`config.mk`:
```
export PLATFORM = sky130hd
export DESIGN_NAME = serial_merge_sink
export DESIGN_NICKNAME = d
export VERILOG_FILES = /design/src/rtl/serial_merge_sink.sv
export SDC_FILE = /design/constraint.sdc
export NUM_CORES = 1
export LEC_CHECK = 0
export CORE_MARGIN = 8
export CORE_UTILIZATION = 50
export CTS_CLUSTER_DIAMETER = 100
export DETAILED_ROUTE_END_ITERATION = 8
export PLACE_DENSITY = 0.66
export SYNTH_ARGS = -nofsm -noshare
export SYNTH_HDL_FRONTEND = slang
export SYNTH_SLANG_ARGS = --single-unit
```
`constraint.sdc`:
```
create_clock -name clk -period 15 [get_ports clk]
set_input_delay 1.5 -clock clk [delete_from_list [all_inputs] [get_ports clk]]
set_output_delay 1.5 -clock clk [all_outputs]
set_load 0.01 [all_outputs]
```
`src/rtl/serial_merge_sink.sv`:
```
// serial_merge_sink
//   Terminal consumer of the serial merge tree. It does the last 2-way
//   compare/select and drives the consume select back to the last merge
//   stage. The merged stream is packed into PACK-element words, and the words
//   are buffered in a first-word-fall-through FIFO toward the host write path.
//   The tree cannot be stalled, so lost data and lost starts are reported
//   through sticky error flags.
//
// Ports
//   clk, rst        clock; asynchronous active-high reset
//   inA, inB        stream heads from the last merge stage (all-ones = exhausted)
//   start_in        one-cycle sequence start pulse from the last stage
//   ctrl_addr_out   consume select (0 = A consumed, 1 = B consumed)
//   out_data        FIFO head word, element 0 in the LSBs
//   out_valid       FIFO non-empty
//   out_ready       host accepts the head word
//   out_last        head word closes a sequence
//   busy            sequencer not idle
//   sort_err        sticky: descending pair seen inside a sequence
//   ovf_err         sticky: word dropped on a full FIFO, or a start pulse lost
module serial_merge_sink #(
  parameter int DATA_WIDTH = 32,
  parameter int SEQ_SIZE   = 16,
  parameter int PACK       = 4,
  parameter int FIFO_DEPTH = 8,
  parameter int START_LAT  = 2
) (
  input  logic                       clk,
  input  logic                       rst,
  input  logic [DATA_WIDTH-1:0]      inA,
  input  logic [DATA_WIDTH-1:0]      inB,
  input  logic                       start_in,
  output logic                       ctrl_addr_out,
  output logic [DATA_WIDTH*PACK-1:0] out_data,
  output logic                       out_valid,
  input  logic                       out_ready,
  output logic                       out_last,
  output logic                       busy,
  output logic                       sort_err,
  output logic                       ovf_err
);

  localparam int ECW = (SEQ_SIZE > 1) ? $clog2(SEQ_SIZE) : 1;
  localparam int LCW = (START_LAT > 1) ? $clog2(START_LAT) : 1;
  localparam int LNW = (PACK > 1) ? $clog2(PACK) : 1;
  localparam int PW  = (FIFO_DEPTH > 1) ? $clog2(FIFO_DEPTH) : 1;
  localparam int CW  = $clog2(FIFO_DEPTH) + 1;
  localparam int WW  = DATA_WIDTH * PACK;

  typedef enum logic [1:0] {S_IDLE, S_WAIT, S_STREAM} state_t;

  state_t                r_state;
  state_t                w_state_next;
  logic                  r_pending;
  logic                  w_pend_next;
  logic                  w_drop;
  logic                  w_last_elem;
  logic                  w_lat_done;
  logic                  w_stream;
  logic [LCW-1:0]        r_lat_cnt;
  logic [ECW-1:0]        r_elem_cnt;
  logic [LNW-1:0]        r_lane;
  logic [DATA_WIDTH-1:0] w_sel;
  logic [DATA_WIDTH-1:0] r_prev;
  logic [DATA_WIDTH-1:0] r_pack [PACK];
  logic [WW-1:0]         w_pack_word;
  logic                  r_word_vld;
  logic                  r_word_last;
  logic [WW-1:0]         r_mem [FIFO_DEPTH];
  logic                  r_mem_last [FIFO_DEPTH];
  logic [PW-1:0]         r_wr_ptr;
  logic [PW-1:0]         r_rd_ptr;
  logic [CW-1:0]         r_count;
  logic                  w_full;
  logic                  w_pop;
  logic                  w_push;
  logic                  r_sort_err;
  logic                  r_ovf_err;

  // Final compare/select; the select is only meaningful while streaming.
  assign w_stream      = (r_state == S_STREAM);
  assign ctrl_addr_out = w_stream && (inA > inB);
  assign w_sel         = ctrl_addr_out ? inB : inA;

  assign w_last_elem = w_stream && (r_elem_cnt == ECW'(SEQ_SIZE - 1));
  assign w_lat_done  = (r_lat_cnt == LCW'(START_LAT - 1));

  always_ff @(posedge clk or posedge rst) begin
    if (rst) begin
      r_state   <= S_IDLE;
      r_pending <= 1'b0;
    end else begin
      r_state   <= w_state_next;
      r_pending <= w_pend_next;
    end
  end

  always_comb begin
    w_state_next = r_state;
    w_pend_next  = r_pending;
    w_drop       = 1'b0;
    unique case (r_state)
      S_IDLE: begin
        if (start_in) w_state_next = S_WAIT;
      end
      S_WAIT: begin
        if (start_in) begin
          if (r_pending) w_drop = 1'b1;
          else           w_pend_next = 1'b1;
        end
        if (w_lat_done) w_state_next = S_STREAM;
      end
      S_STREAM: begin
        if (w_last_elem && !r_pending) begin
          // A start coinciding with the return to idle is served as an idle start.
          w_state_next = start_in ? S_WAIT : S_IDLE;
        end else begin
          if (start_in) begin
            if (r_pending) w_drop = 1'b1;
            else           w_pend_next = 1'b1;
          end
          if (w_last_elem) begin
            w_pend_next  = 1'b0;
            w_state_next = S_WAIT;
          end
        end
      end
      default: w_state_next = S_IDLE;
    endcase
  end

  // Counters idle at zero outside their state, so every entry starts clean.
  always_ff @(posedge clk or posedge rst) begin
    if (rst) begin
      r_lat_cnt  <= '0;
      r_elem_cnt <= '0;
      r_lane     <= '0;
    end else begin
      r_lat_cnt  <= (r_state == S_WAIT) ? r_lat_cnt + 1'b1 : '0;
      if (w_stream) begin
        r_elem_cnt <= w_last_elem ? '0 : r_elem_cnt + 1'b1;
        r_lane     <= (r_lane == LNW'(PACK - 1)) ? '0 : r_lane + 1'b1;
      end else begin
        r_elem_cnt <= '0;
        r_lane     <= '0;
      end
    end
  end

  // Pack register; the completed word is pushed on the following edge, when
  // lane 0 of the next word may already be overwriting r_pack[0].
  always_ff @(posedge clk or posedge rst) begin
    if (rst) begin
      for (int i = 0; i < PACK; i++) r_pack[i] <= '0;
      r_word_vld  <= 1'b0;
      r_word_last <= 1'b0;
    end else begin
      for (int i = 0; i < PACK; i++) begin
        if (w_stream && (r_lane == LNW'(i))) r_pack[i] <= w_sel;
      end
      r_word_vld  <= w_stream && (r_lane == LNW'(PACK - 1));
      r_word_last <= w_last_elem;
    end
  end

  genvar gi;
  generate
    for (gi = 0; gi < PACK; gi++) begin : g_word
      assign w_pack_word[gi*DATA_WIDTH +: DATA_WIDTH] = r_pack[gi];
    end
  endgenerate

  // Output FIFO. A push into a full FIFO still lands when the head is popped
  // in the same cycle, because the write slot is the one being vacated.
  assign w_full  = (r_count == CW'(FIFO_DEPTH));
  assign w_pop   = out_valid && out_ready;
  assign w_push  = r_word_vld && (!w_full || w_pop);

  always_ff @(posedge clk) begin
    if (w_push) begin
      r_mem[r_wr_ptr]      <= w_pack_word;
      r_mem_last[r_wr_ptr] <= r_word_last;
    end
  end

  always_ff @(posedge clk or posedge rst) begin
    if (rst) begin
      r_wr_ptr <= '0;
      r_rd_ptr <= '0;
      r_count  <= '0;
    end else begin
      if (w_push) r_wr_ptr <= r_wr_ptr + 1'b1;
      if (w_pop)  r_rd_ptr <= r_rd_ptr + 1'b1;
      if (w_push && !w_pop)      r_count <= r_count + 1'b1;
      else if (!w_push && w_pop) r_count <= r_count - 1'b1;
    end
  end

  // Fall-through read; the word is masked while empty so stale RAM never shows.
  assign out_valid = (r_count != '0);
  assign out_data  = out_valid ? r_mem[r_rd_ptr] : '0;
  assign out_last  = out_valid && r_mem_last[r_rd_ptr];

  // Sticky error flags; the first element of a sequence has no predecessor.
  always_ff @(posedge clk or posedge rst) begin
    if (rst) begin
      r_prev     <= '0;
      r_sort_err <= 1'b0;
      r_ovf_err  <= 1'b0;
    end else begin
      if (w_stream) begin
        r_prev <= w_sel;
        if ((r_elem_cnt != '0) && (w_sel < r_prev)) r_sort_err <= 1'b1;
      end
      if (w_drop || (r_word_vld && w_full && !w_pop)) r_ovf_err <= 1'b1;
    end
  end

  assign busy     = (r_state != S_IDLE);
  assign sort_err = r_sort_err;
  assign ovf_err  = r_ovf_err;

endmodule

```
==> flow_metrics.tcl <==
set metrics [dict create \
    yosys_warnings 0 \
    row_count 114 \
    relSlewSlack_pct 17.9 \
    path_class "register to output pin" \
    cp-end-kind "output pin" \
    fin_crit_ns 6.70 \
    vdd_drop_max_uv 168 \
    outcome "finished clean" \
    synth_seq_cells 1216 \
    start_util_pct 50.3 \
    max_freq_mhz 149 \
    crit_buf_inv 3 \
    worst_slack_ns 8.30 \
    max_cap_violations 0 \
    grt_max_degree 145 \
    hold_class "register to register" \
    cts_root_buffer "clkbuf_16" \
    drt_iter0_drc 2143 \
    cp_max_fo 49 \
    cp_common_cell "buf_4" \
    cts_resized 0 \
    syn_inst 2571 \
    dieArea_mm2 0.107 \
    numCtsBuffers 115 \
    antenna_left 0 \
    cp_cell_sequence "buf_4 > buf_4 > mux4_2 > mux2i_1 > nor2_1 > clkdlybuf4s50_1" \
    nets 2961 \
    cp_slowest_cell "dfrtp_4" \
    tns_ns 0 \
    routedWlPerCell_um 27.3 \
    grt_pass1_wl_mm 169 \
    cts_tree "built" \
    area_delta_synth_final_pct 15.5 \
    via_per_inst 5.80 \
    die_h_um 327 \
    drcViolationCount 0 \
    tightestPinTransition_ns 1.21 \
    cp_data_required_time_ns 13.50 \
    rsz0062_at_grt "no" \
    fin_crit_sh_pct 44.7 \
    synth_edf_count 1032 \
    vias 24300 \
    ys_seq_area_share_pct 73.4 \
    cp.arrival_ns 5.20 \
    drt_wl_total_mm 115 \
    syn_area_per_cell_um2 18.9 \
    worst_setup_path_start_kind "register" \
    track_usage_pct 21.2 \
    core_mm2 0.0964 \
    setup_viol 0 \
    cts_max_level 3 \
    power_density_mw_per_mm2 200 \
    holdWs_ns 0.431 \
    die_x_um 327 \
    ioPinCount 202 \
    grt-ovfl-total 0 \
    critPathMaxStageDelay_ns 0.93 \
    dp_hpwl_mm 65.4 \
    post_cts_buffers 0 \
    ys_dominant_reg_cell "edfxtp_1" \
    clock_path_buffers 3 \
    synth-async-reset-ratio_pct 15.1 \
    syn-num-nets 2718 \
    hold_violations 0 \
    io_buffers 201 \
    cts.sinks 1216 \
    path_clk_slew_ns 0.06 \
    antenna_found_initial 3 \
    finClkSkew_ns 0.0213 \
    firstDrtPassIters 5 \
    drive_above_1_share_pct 21.6 \
    holdBufCountCts 0 \
    netlist_area_mm2 0.0485 \
    grt_pass1_vias 25400 \
    worstSkewPairLatency_ns 0.67 \
    gp_congestion 0.828 \
    preCtsSetupSlack_ns 7.98 \
    n_antenna_cell 0 \
    synth.distinct_cells 50 \
    critPathTopFamily "buffers and inverters" \
    p_leak_nw 19.3 \
    drv_slew 0 \
]
## cells in the final DEF, fill, tap and decap left out, drive strengths merged, types with 8 or more instances in the layout
cell type | synthesis | final
nand2 | 27 | 27
ha | 78 | 78
dfrtp | 184 | 184
mux2i | 161 | 161
nor3 | 8 | 8
inv | 108 | 110
clkdlybuf4s50 | 0 | 201
mux4 | 258 | 258
nand4 | 11 | 11
buf | 46 | 52
a21oi | 181 | 181
clkinv | 0 | 35
nor2 | 312 | 312
a21o | 11 | 11
o21ai | 15 | 15
edfxtp | 1032 | 1032
bufinv | 0 | 15
clkbuf | 81 | 162
## final cells by class
class | count | area, um^2
Fill cell | 7125 | 40400
Timing Repair Buffer | 253 | 2410
Tap cell | 1276 | 1600
Sequential cell | 1216 | 35600
Inverter | 108 | 413
Multi-Input combinational cell | 1120 | 12100
Clock inverter | 55 | 639
Clock buffer | 162 | 3260
## flip-flops by register name (all words and copies together) (netlist names), 2 cells and up
name / cells
r_count: 4
r_elem_cnt: 4
r_lane: 2
r_mem: 1024
r_mem_last: 8
r_pack: 128
r_prev: 32
r_rd_ptr: 3
r_state: 2
r_wr_ptr: 3
## worst paths after layout
path	start	end	slack, ns	cells after the start
setup / recovery	r_rd_ptr[0]	out_data[87]	8.30	6
hold / removal	r_lat_cnt	r_lat_cnt	0.43	1
min in group asynchronous	rst	r_pack[29]	1.42	2
setup reg to reg	r_state[0]	sort_err	10.48	16
max in group asynchronous	rst	r_pack[80]	12.26	3
hold reg to reg	r_lat_cnt	r_lat_cnt	0.43	1
## worst reg2reg max path, stage by stage, from the launching register on
cell	delay, ns
dfrtp_1	0.38
inv_1	0.09
ha_2	0.20
inv_1	0.39
nor2_1	0.18
o21ai_4	0.09
buf_4	0.51
mux2i_4	0.53
inv_1	0.09
ha_1	0.30
a21o_1	0.16
a21o_1	0.17
a2111oi_0	0.50
o31ai_1	0.16
a41o_1	0.27
a221o_1	0.30
a31oi_1	0.13
## layer usage
| metal | vias up | wire (um) | GRT usage [%] |
|---|---|---|---|
| met1 | 12900 | 47600 | 29.2 |
| met2 | 778 | 56700 | 35.1 |
| li1 | 10500 | - | - |
| met5 | - | 23 | 0 |
| met4 | 4 | 2360 | 5.47 |
| met3 | 149 | 7820 | 3.94 |
## report_power, final
| group | total (mW) | switching, mW | leakage, nW | internal [mW] |
|---|---|---|---|---|
| clock network | 2.97 | 1.20 | 1.90 | 1.76 |
| logic | 3.32 | 1.67 | 6.13 | 1.65 |
| registers | 4.93 | 0.601 | 11.3 | 4.33 |
| total | 11.2 | 3.48 | 19.3 | 7.74 |
## synthesized netlist by cell type (2+ instances only)
library cell | n | area [um^2]
a211oi_1 | 2 | 15.0
a21oi_2 | 100 | 876
nor2b_1 | 3 | 18.8
nand2b_1 | 5 | 31.3
nor2_1 | 312 | 1170
clkbuf_1 | 81 | 304
a31oi_1 | 3 | 18.8
o21ai_0 | 14 | 70.1
buf_12 | 2 | 40.0
or3_1 | 2 | 12.5
xor2_1 | 2 | 17.5
mux2_2 | 2 | 22.5
dfrtp_1 | 184 | 4600
mux2i_1 | 141 | 1410
and2_1 | 6 | 37.5
buf_1 | 21 | 78.8
xnor2_1 | 7 | 61.3
mux2i_4 | 20 | 450
a21oi_1 | 81 | 405
edfxtp_1 | 1032 | 31000
o211a_1 | 2 | 20.0
buf_6 | 2 | 22.5
ha_1 | 78 | 976
nor3_1 | 8 | 40.0
buf_2 | 21 | 105
mux4_2 | 258 | 5810
inv_1 | 108 | 405
nand2_1 | 27 | 101
a21o_1 | 11 | 82.6
nand3_1 | 5 | 25.0
nand4_1 | 10 | 62.6
and3_1 | 2 | 12.5
nor4_1 | 2 | 12.5
## cells by family after synthesis
kind of cell	share of synthesized area (%)
DFF	73.4
buffers and inverters	1.97
xor gates and xnor gates	0.163
muxes	15.9
AOI/OAI and AO/OA	3.26
adders and majority gates	2.05
and+or+nand+nor	3.25
## through the flow
| step | area [um^2] | total power, mW | utilization, % | cells |
|---|---|---|---|---|
| finish | 56000 | 11.2 | 58.1 | 4190 |
| CTS | 56000 | 11.4 | 58.1 | 4190 |
| global route | 56000 | 11.7 | 58.1 | 4190 |
| detailed placement | 52100 | 8.39 | 54.0 | 3973 |
| global placement | 52100 | 8.30 | 54.0 | 3973 |
| floorplan | 48500 | 6.83 | - | 2571 |
Note: power is estimated with default switching activity, not from simulation.
